===== config.mk =====
export PLATFORM = sky130hd
export DESIGN_NAME = mem_port_arbiter
export DESIGN_NICKNAME = d
export VERILOG_FILES = /design/src/rtl/mem_port_arbiter.sv
export SDC_FILE = /design/constraint.sdc
export NUM_CORES = 1
export LEC_CHECK = 0
export ABC_AREA = 1
export BUFFER_PORTS_ARGS = -buffer_cell sky130_fd_sc_hd__buf_2
export CAP_MARGIN = 10
export CORE_AREA = 2 2 96 98
export CTS_CLUSTER_DIAMETER = 100
export DETAILED_ROUTE_END_ITERATION = 10
export DIE_AREA = 0 0 98 100
export PLACE_DENSITY = 0.71
export SETUP_SLACK_MARGIN = 0.5
export SLEW_MARGIN = 20
export SYNTH_ARGS = -nofsm -noshare
export SYNTH_HDL_FRONTEND = slang
export SYNTH_SLANG_ARGS = --single-unit
export TNS_END_PERCENT = 5

===== constraint.sdc =====
create_clock -name clk -period 2.7 [get_ports clk]
set_input_delay 0.675 -clock clk [delete_from_list [all_inputs] [get_ports clk]]
set_output_delay 0.675 -clock clk [all_outputs]
set_load 0.02 [all_outputs]

===== src/rtl/mem_port_arbiter.sv =====
// mem_port_arbiter: shares one memory port between I-cache refill, D-cache refill and D-cache writeback.
// Fixed priority dw > dr > ic, with a forced ic grant after STARVE_LIMIT consecutive ic losses.
module mem_port_arbiter #(
  parameter int ADDR_WIDTH   = 26,
  parameter int DATA_WIDTH   = 32,
  parameter int BURST_LOG    = 2,
  parameter int STARVE_LIMIT = 4
) (
  input  logic                  clk,
  input  logic                  rst_n,
  input  logic                  ic_req,
  input  logic [ADDR_WIDTH-1:0] ic_addr,
  output logic                  ic_gnt,
  output logic                  ic_rvalid,
  input  logic                  dr_req,
  input  logic [ADDR_WIDTH-1:0] dr_addr,
  output logic                  dr_gnt,
  output logic                  dr_rvalid,
  output logic [DATA_WIDTH-1:0] rdata,
  output logic                  rlast,
  input  logic                  dw_req,
  input  logic [ADDR_WIDTH-1:0] dw_addr,
  output logic                  dw_gnt,
  output logic                  dw_wready,
  input  logic [DATA_WIDTH-1:0] dw_wdata,
  output logic                  m_req,
  output logic                  m_we,
  output logic [ADDR_WIDTH-1:0] m_addr,
  input  logic                  m_ack,
  input  logic                  m_rvalid,
  input  logic [DATA_WIDTH-1:0] m_rdata,
  input  logic                  m_wready,
  output logic [DATA_WIDTH-1:0] m_wdata
);
  localparam int LOW = BURST_LOG + $clog2(DATA_WIDTH / 8);
  localparam int SW  = $clog2(STARVE_LIMIT + 1);
  localparam logic [SW-1:0] LIMIT = SW'(STARVE_LIMIT);
  localparam logic [ADDR_WIDTH-1:0] MASK = {{(ADDR_WIDTH - LOW){1'b1}}, {LOW{1'b0}}};
  typedef enum logic [1:0] {IDLE, CMD, RD, WR} state_t;
  typedef enum logic [1:0] {OWN_NONE, OWN_IC, OWN_DR, OWN_DW} owner_t;
  state_t r_state, w_next;
  owner_t r_owner, w_win;
  logic [BURST_LOG-1:0] r_cnt, w_cnt_next;
  logic [SW-1:0] r_starve, w_starve_next;
  logic [ADDR_WIDTH-1:0] r_addr, w_win_addr;
  logic r_we, w_grant, w_rd, w_wr, w_beat, w_last;
  always_ff @(posedge clk or negedge rst_n) begin
    if (!rst_n) begin
      r_state  <= IDLE;
      r_owner  <= OWN_NONE;
      r_cnt    <= '0;
      r_starve <= '0;
      r_addr   <= '0;
      r_we     <= 1'b0;
    end else begin
      r_state  <= w_next;
      r_cnt    <= w_cnt_next;
      r_starve <= w_starve_next;
      if (w_grant) begin
        r_owner <= w_win;
        r_addr  <= w_win_addr & MASK;
        r_we    <= w_win == OWN_DW;
      end
    end
  end
  always_comb begin
    w_win = OWN_NONE;
    if (r_starve == LIMIT && ic_req) w_win = OWN_IC;
    else if (dw_req) w_win = OWN_DW;
    else if (dr_req) w_win = OWN_DR;
    else if (ic_req) w_win = OWN_IC;
    // rst_n gating keeps the combinational grants quiet while reset is held
    w_grant    = rst_n && r_state == IDLE && w_win != OWN_NONE;
    w_win_addr = w_win == OWN_DW ? dw_addr : w_win == OWN_DR ? dr_addr : ic_addr;
    w_rd       = r_state == RD;
    w_wr       = r_state == WR;
    w_beat     = w_rd ? m_rvalid : w_wr ? m_wready : 1'b0;
    w_last     = w_beat && (&r_cnt);
    w_cnt_next = (r_state == CMD && m_ack) ? '0 : w_beat ? r_cnt + 1'b1 : r_cnt;
    w_starve_next = !w_grant ? r_starve
                  : (ic_req && w_win != OWN_IC) ? (r_starve == LIMIT ? LIMIT : r_starve + 1'b1)
                  : '0;
    w_next = r_state;
    if (r_state == IDLE && w_grant) w_next = CMD;
    else if (r_state == CMD && m_ack) w_next = r_owner == OWN_DW ? WR : RD;
    else if ((w_rd || w_wr) && w_last) w_next = IDLE;
    ic_gnt    = w_grant && w_win == OWN_IC;
    dr_gnt    = w_grant && w_win == OWN_DR;
    dw_gnt    = w_grant && w_win == OWN_DW;
    ic_rvalid = w_rd && r_owner == OWN_IC && m_rvalid;
    dr_rvalid = w_rd && r_owner == OWN_DR && m_rvalid;
    rdata     = w_rd ? m_rdata : '0;
    rlast     = w_rd && w_last;
    dw_wready = w_wr && m_wready;
    m_wdata   = w_wr ? dw_wdata : '0;
    m_req     = r_state == CMD;
    m_we      = r_we;
    m_addr    = r_addr;
  end
endmodule


==> out/results.ini, run 1 <==
[status]
outcome = finished, final reports clean

[cells_and_area]
area_growth_pct = 60.8
num_antenna_cells = 0
final_layout_size_suffix_gt1_frac = 0.415
design.final.nets = 818

[timing]
final-hold-violation-count = 0
grt_setup_unrepaired = true
setup_viol = 0
finalSetupTns_ns = 0
hold_ws_ns = 0.450
postLayoutSetupSlackWorst_ns = 0.484
final_max_slew_viol_count = 0
clock_skew_ns = 0.00413
fin_crit_ns = 2.22
max_freq_mhz = 451
period_share = 0.821

[setup_path]
worstSetupPathDepth = 6
worst-endpoint-required_ns = 2.03
critical-path-top-delay-family = buffers and inverters
critPathMaxStageDelay_ns = 0.46
worst-path-max-fanout = 11
critical_path_buf_inv_count = 4
cp_slowest_cell = dfrtp_2
endpoint_kind = output pin
crit_start = r_state[0]
arrival_time_at_the_worst_endpoint_ns = 1.54
worst_r2r_start = r_starve[0]
setup.worst_path.start_class = flop
critical_path.cell_chain = nor2_4, buf_12, clkinvlp_4, buf_6, nor2_1, buf_4
setup.worst_path.class = flop to output pin
rr_worst_depth = 9

[placement]
pre_cts_ws_ns = 0.485
portBuffers = 232
gp_congestion = 0.802
detailed_place_hpwl_um = 7360

[synthesis]
synthFlopType = dfrtp_1
average_cell_area_after_synthesis_um2 = 5.82
yosysSeqAreaShare = 0.321
synth_top_cells_by_area = dfrtp_1, nand2_1, nor2_1
synth.top_cell.area_share = 0.321
synth_enable_flop_cells = 0
synth_largest_area_cell = dfrtp_1
yosysUniqueCellTypes = 19
number_of_synthesized_register_bits = 32
synthesis.instances = 428
synth_warnings = 0
syn-cell-area_um2 = 2490
async_flop_share = 1.00

[pwr]
ir_worst_vdd_mv = 0.382
static-leakage-power_nw = 2.69
power_density_nw_per_um2 = 921
p_total_mw = 3.69

[clock_network]
clk_pin_slew_ns = 0.07
worstSkewPairLatency_ns = 0.27
cts-root-to-sink-buffers = 2
number_of_buffers_created_by_cts = 5
ctsHtreeMaxLevel = 2
clock_sink_count = 32
clock-root-buffer = clkbuf_8
cts_tree = done

[drt]
drt_first_pass_iters = 4
initial_drc_count = 58
routed_wl_um = 9530
antenna_left = 0
detail_route.drc_violations = 0
wl_per_cell_um = 12.3
post_drt_via_cell_ratio = 4.09
vias = 3174

[global_routing]
grt_antenna_before_repair = 1
largest_net_degree_at_the_start_of_global_routing = 38
first_global_vias = 2718
groute.usage.overall = 0.184
global_route_congestion_overflow_total = 0
global_route_wire_length_before_repair_um = 14100

[floorplanning]
die_area_um2 = 9800
rows = 35
boundaryPins = 249
start_util = 0.280
design.core.area_um2 = 8890
die_height_um = 100
die_w_um = 98

[flow_run]
timing.max_cap.violations = 0

[worst_hold_path]
holdCritPathClass = input port to async pin

layout by cell type (no fill, tap or decap):
cell type,Yosys,final
inv_1,79,76
o21bai_1,22,22
buf_2,6,216
nor2_2,0,8
nand2_1,127,125
o21ai_4,0,1
buf_6,0,1
conb_1,1,4
clkinvlp_4,0,2
o21a_1,1,1
nor2_1,118,109
ha_2,0,1
nand4_1,2,2
dfrtp_2,0,1
dfrtp_1,32,31
nand2_2,0,2
o21ai_0,7,7
buf_4,10,31
inv_2,0,2
buf_12,0,1
clkbuf_8,0,7
nand3b_1,1,1
nor2_4,0,1
nand3_2,2,2
nor3_1,2,2
nand3_1,6,6
ha_1,3,2
a21oi_1,1,1
layer usage:
layer  global-route usage  wire length, um  vias up  part of all wire
li1                     -                -     1703                 -
met1                0.213             3930     1314              0.41
met2                0.336             4690      149              0.49
met3               0.0557              812        6             0.085
met4               0.0427               85        2            0.0089
met5                    0               16        -            0.0017
cells in the mapped netlist, drive strengths merged (2+ instances only):
master and n:
buf 16, clkbuf 7, dfrtp 32, ha 3, inv 79, nand2 127
nand3 8, nand4 2, nor2 118, nor3 2, o21ai 8, o21bai 22
cells by family after synthesis:
logic type	after synthesis	synth area share
simple gates	258	0.401
other cells	1	0.00151
buf+inv	102	0.172
compound gates	32	0.0889
fa+ha+maj	3	0.0151
flops	32	0.321
worst paths after layout:
kind / end / slack (ns)
min in group clk: m_addr[4] / 0.48
max in group asynchronous: r_state[0] / 1.92
worst min register to register: m_addr[4] / 0.48
worst max-delay path: rdata[4] / 0.48
worst min-delay path: m_addr[20] / 0.45
worst max register to register: m_addr[10] / 1.14
through the flow:
stage                     area [um^2]  instances  utilization
after floorplan                  2500        431            -
after global placement           3740        760        0.421
after detailed placement         3740        760        0.421
after CTS                        3920        774        0.441
after global routing             4010        776        0.451
final                            4010        776        0.451
state kept, by name, indices dropped and copies added (netlist names):
signal    cells
m_addr       22
r_state       2
m_we          1
r_starve      3
r_cnt         2
r_owner       2
where the power goes:
group          total [mW]  switching, mW  leakage [nW]  internal [mW]
registers           0.852          0.142         0.395          0.710
clock network       0.398          0.171        0.0503          0.227
logic                2.44           1.56          2.24          0.879
total                3.69           1.88          2.69           1.82
area by class of cell:
class | instances | area (um^2)
Timing Repair inverter | 1 | 7.51
Fill cell | 955 | 4880
Tap cell | 111 | 139
Clock buffer | 7 | 96.3
Timing Repair Buffer | 249 | 1350
Multi-Input combinational cell | 297 | 1320
Inverter | 79 | 300
Sequential cell | 32 | 802
repair_timing:
action / 4_1_cts / 5_1_grt
hold buffers: 0 / 0
buffers inserted: 6 / 2
cloned: 1 / 0
pin swaps: 1 / 2
resized for setup: 10 / 27
endpoints found under the setup margin: 34 / 56
Power figures use the tool's default switching activity.
==> run 2: changes to the inputs <==
--- a/config.mk
+++ b/config.mk
@@ -8,11 +8,11 @@
 export ABC_AREA = 1
 export BUFFER_PORTS_ARGS = -buffer_cell sky130_fd_sc_hd__buf_2
 export CAP_MARGIN = 10
-export CORE_AREA = 2 2 96 98
+export CORE_AREA = 2 2 97 99
 export CTS_CLUSTER_DIAMETER = 100
 export DETAILED_ROUTE_END_ITERATION = 10
-export DIE_AREA = 0 0 98 100
-export PLACE_DENSITY = 0.71
+export DIE_AREA = 0 0 99 101
+export PLACE_DENSITY = 0.7
 export SETUP_SLACK_MARGIN = 0.5
 export SLEW_MARGIN = 20
 export SYNTH_ARGS = -nofsm -noshare
==> constraint.sdc (replaced) <==
create_clock -name clk -period 2.1 [get_ports clk]
set_input_delay 0.525 -clock clk [delete_from_list [all_inputs] [get_ports clk]]
set_output_delay 0.525 -clock clk [all_outputs]
set_load 0.02 [all_outputs]
==> run 2 against run 1 <==
  * Combinational power is 48% higher
  * Global-route usage up 0.97 points
  * First-iteration DRC count rose by 95%
  * Total power is 41% higher
  * Sequential share of layout area fell by 1.4 points
  * Register-to-register slack worse by 0.77 ns
==> out/results.ini, run 2 (same netlist as run 1, synthesis figures left out) <==
[drt]
detail_route.drc_violations = 0  ; unchanged
met1_wirelength_um = 3930  ; -0.10%
top_layer_used = met4
met2_wirelength_um = 5260  ; +12%
post_drt_via_cell_ratio = 4.37  ; +6.8%
routed-wl-met3_um = 829  ; +2.1%
wl_per_cell_um = 13.2  ; +7.2%
drt_first_pass_iters = 4  ; unchanged
antenna_left = 0  ; unchanged
vias = 3439  ; +8.3%
routed_wl_um = 10400  ; +8.8%
initial_drc_count = 113  ; +95%

[floorplanning]
rows = 35  ; unchanged
die_w_um = 99  ; +1.0%
design.core.area_um2 = 8980  ; +0.99%
die_height_um = 101  ; +1.0%
start_util = 0.277  ; -0.00273
die_area_um2 = 10000  ; +2.0%
boundaryPins = 249  ; unchanged

[setup_path]
setup.worst_path.start_class = flop
arrival_time_at_the_worst_endpoint_ns = 1.49  ; -0.05 ns
endpoint_kind = output pin
worst-path-max-fanout = 3  ; -8
worst-endpoint-required_ns = 1.57  ; -0.46 ns
setup.worst_path.class = flop to output pin

[pwr]
power_density_nw_per_um2 = 1210  ; +31%
ir_worst_vdd_mv = 0.470  ; +23%
static-leakage-power_nw = 2.78  ; +3.4%

[timing]
postLayoutSetupSlackWorst_ns = 0.0878  ; -0.396 ns
max_freq_mhz = 497
fin_crit_ns = 2.01
setup_viol = 0  ; unchanged
finalSetupTns_ns = 0  ; unchanged
final-hold-violation-count = 0  ; unchanged
period_share = 0.958
grt_setup_unrepaired = true
clock_skew_ns = 0.00841  ; +0.00427 ns
final_max_slew_viol_count = 0  ; unchanged

[cells_and_area]
largest_register_ffs = 22  ; unchanged
multi_input_comb_area_um2 = 1440  ; +9.3%
commonest_non_fill_non_tap_cells_in_the_layout = buf_2, nand2_1, nor2_1
regArea_um2 = 802  ; unchanged
final_common_cell = buf_2
num_antenna_cells = 0  ; unchanged
area_growth_pct = 72.7
design.final.nets = 828  ; +1.2%
fillers = 931  ; -2.5%
final_layout_size_suffix_gt1_frac = 0.451  ; +0.0361

[placement]
portBuffers = 232  ; unchanged
gp_congestion = 0.975  ; +22%
detailed_place_hpwl_um = 8160  ; +11%
pre_cts_ws_ns = 0.113  ; -0.372 ns

[status]
outcome = finished, final reports clean

[clock_network]
ctsHtreeMaxLevel = 2  ; unchanged
clk_pin_slew_ns = 0.07  ; about the same
worstSkewPairLatency_ns = 0.28  ; about the same
cts-root-to-sink-buffers = 2  ; unchanged
clock_sink_count = 32  ; unchanged
holdBufCountCts = 0  ; unchanged
clock-root-buffer = clkbuf_8
number_of_buffers_created_by_cts = 5  ; unchanged
cts_tree = done

[global_routing]
global_route_wire_length_before_repair_um = 15400  ; +8.7%
global_route_congestion_overflow_total = 0  ; unchanged
first_global_vias = 3202  ; +18%
largest_net_degree_at_the_start_of_global_routing = 44  ; +16%
groute.usage.overall = 0.194  ; +0.00965
grt_antenna_before_repair = 0  ; -1

[flow_run]
timing.max_cap.violations = 0  ; unchanged

[worst_hold_path]
holdCritPathClass = input port to async pin

-- run 2: cell count changes in the layout (fill, tap and decap cells not counted), sizes merged --
| cell | before | now |
|---|---|---|
| inv | 78 | 79 |
| clkbuf | 7 | 8 |
| buf | 249 | 259 |
| clkinvlp | 2 | 1 |
-- run 2: critical path, stage by stage (launching register included) --
cell and delay [ns]:
dfrtp_2 0.44, buf_12 0.14, nor2_4 0.12, nand3_4 0.11, buf_4 0.16, nor2_4 0.12, buf_6 0.13
-- run 2: power by group --
part	internal, mW	leakage (nW)	switching (mW)
clock network	0.267	0.0455	0.221
logic	1.42	2.34	2.20
registers	0.913	0.395	0.184
-- run 2: layer usage --
| layer | track usage | vias up |
|---|---|---|
| met1 | 0.216 | 1519 |
| met3 | 0.0381 | 18 |
| met4 | 0.0832 | 0 |
| met2 | 0.358 | 178 |
| li1 | - | 1724 |
| met5 | 0 | - |
-- run 2: final timing paths --
kind | slack, ns | cells past startpoint | startpoint | endpoint
setup / recovery | 0.09 | 6 | r_state[0] | dr_gnt
hold reg to reg | 0.47 | 1 | r_cnt[0] | r_cnt[0]
min in group clk | 0.47 | 1 | r_cnt[0] | r_cnt[0]
setup reg to reg | 0.37 | 8 | r_state[0] | r_starve[2]
max in group asynchronous | 1.44 | 2 | rst_n | r_state[0]
hold / removal | 0.33 | 2 | rst_n | m_we
-- run 2: cell type report --
type	instances	area share
multi-input combinational	297	0.334
clock buffer	8	0.0209
tap	111	0.0323
timing repair inverter	1	0.00174
timing repair buffer	259	0.354
inverter	79	0.0701
sequential	32	0.186
-- run 2: per-stage QoR --
stage               utilization  area (um^2)  hold WS [ns]  cells  total power [mW]
global placement          0.423         3800         0.456    761              3.99
global route              0.479         4300         0.369    787              5.55
detailed placement        0.423         3800         0.459    761              4.04
floorplan                     -         2570         0.229    431              2.98
CTS                       0.469         4210         0.311    783              5.11
finish                    0.479         4300         0.331    787              5.20
-- run 2: timing repair --
item                       CTS  global route
setup endpoints to repair   73            96
cloned                       2             0
pin swaps                    6             6
resized for setup           68            13
buffers inserted            12             4
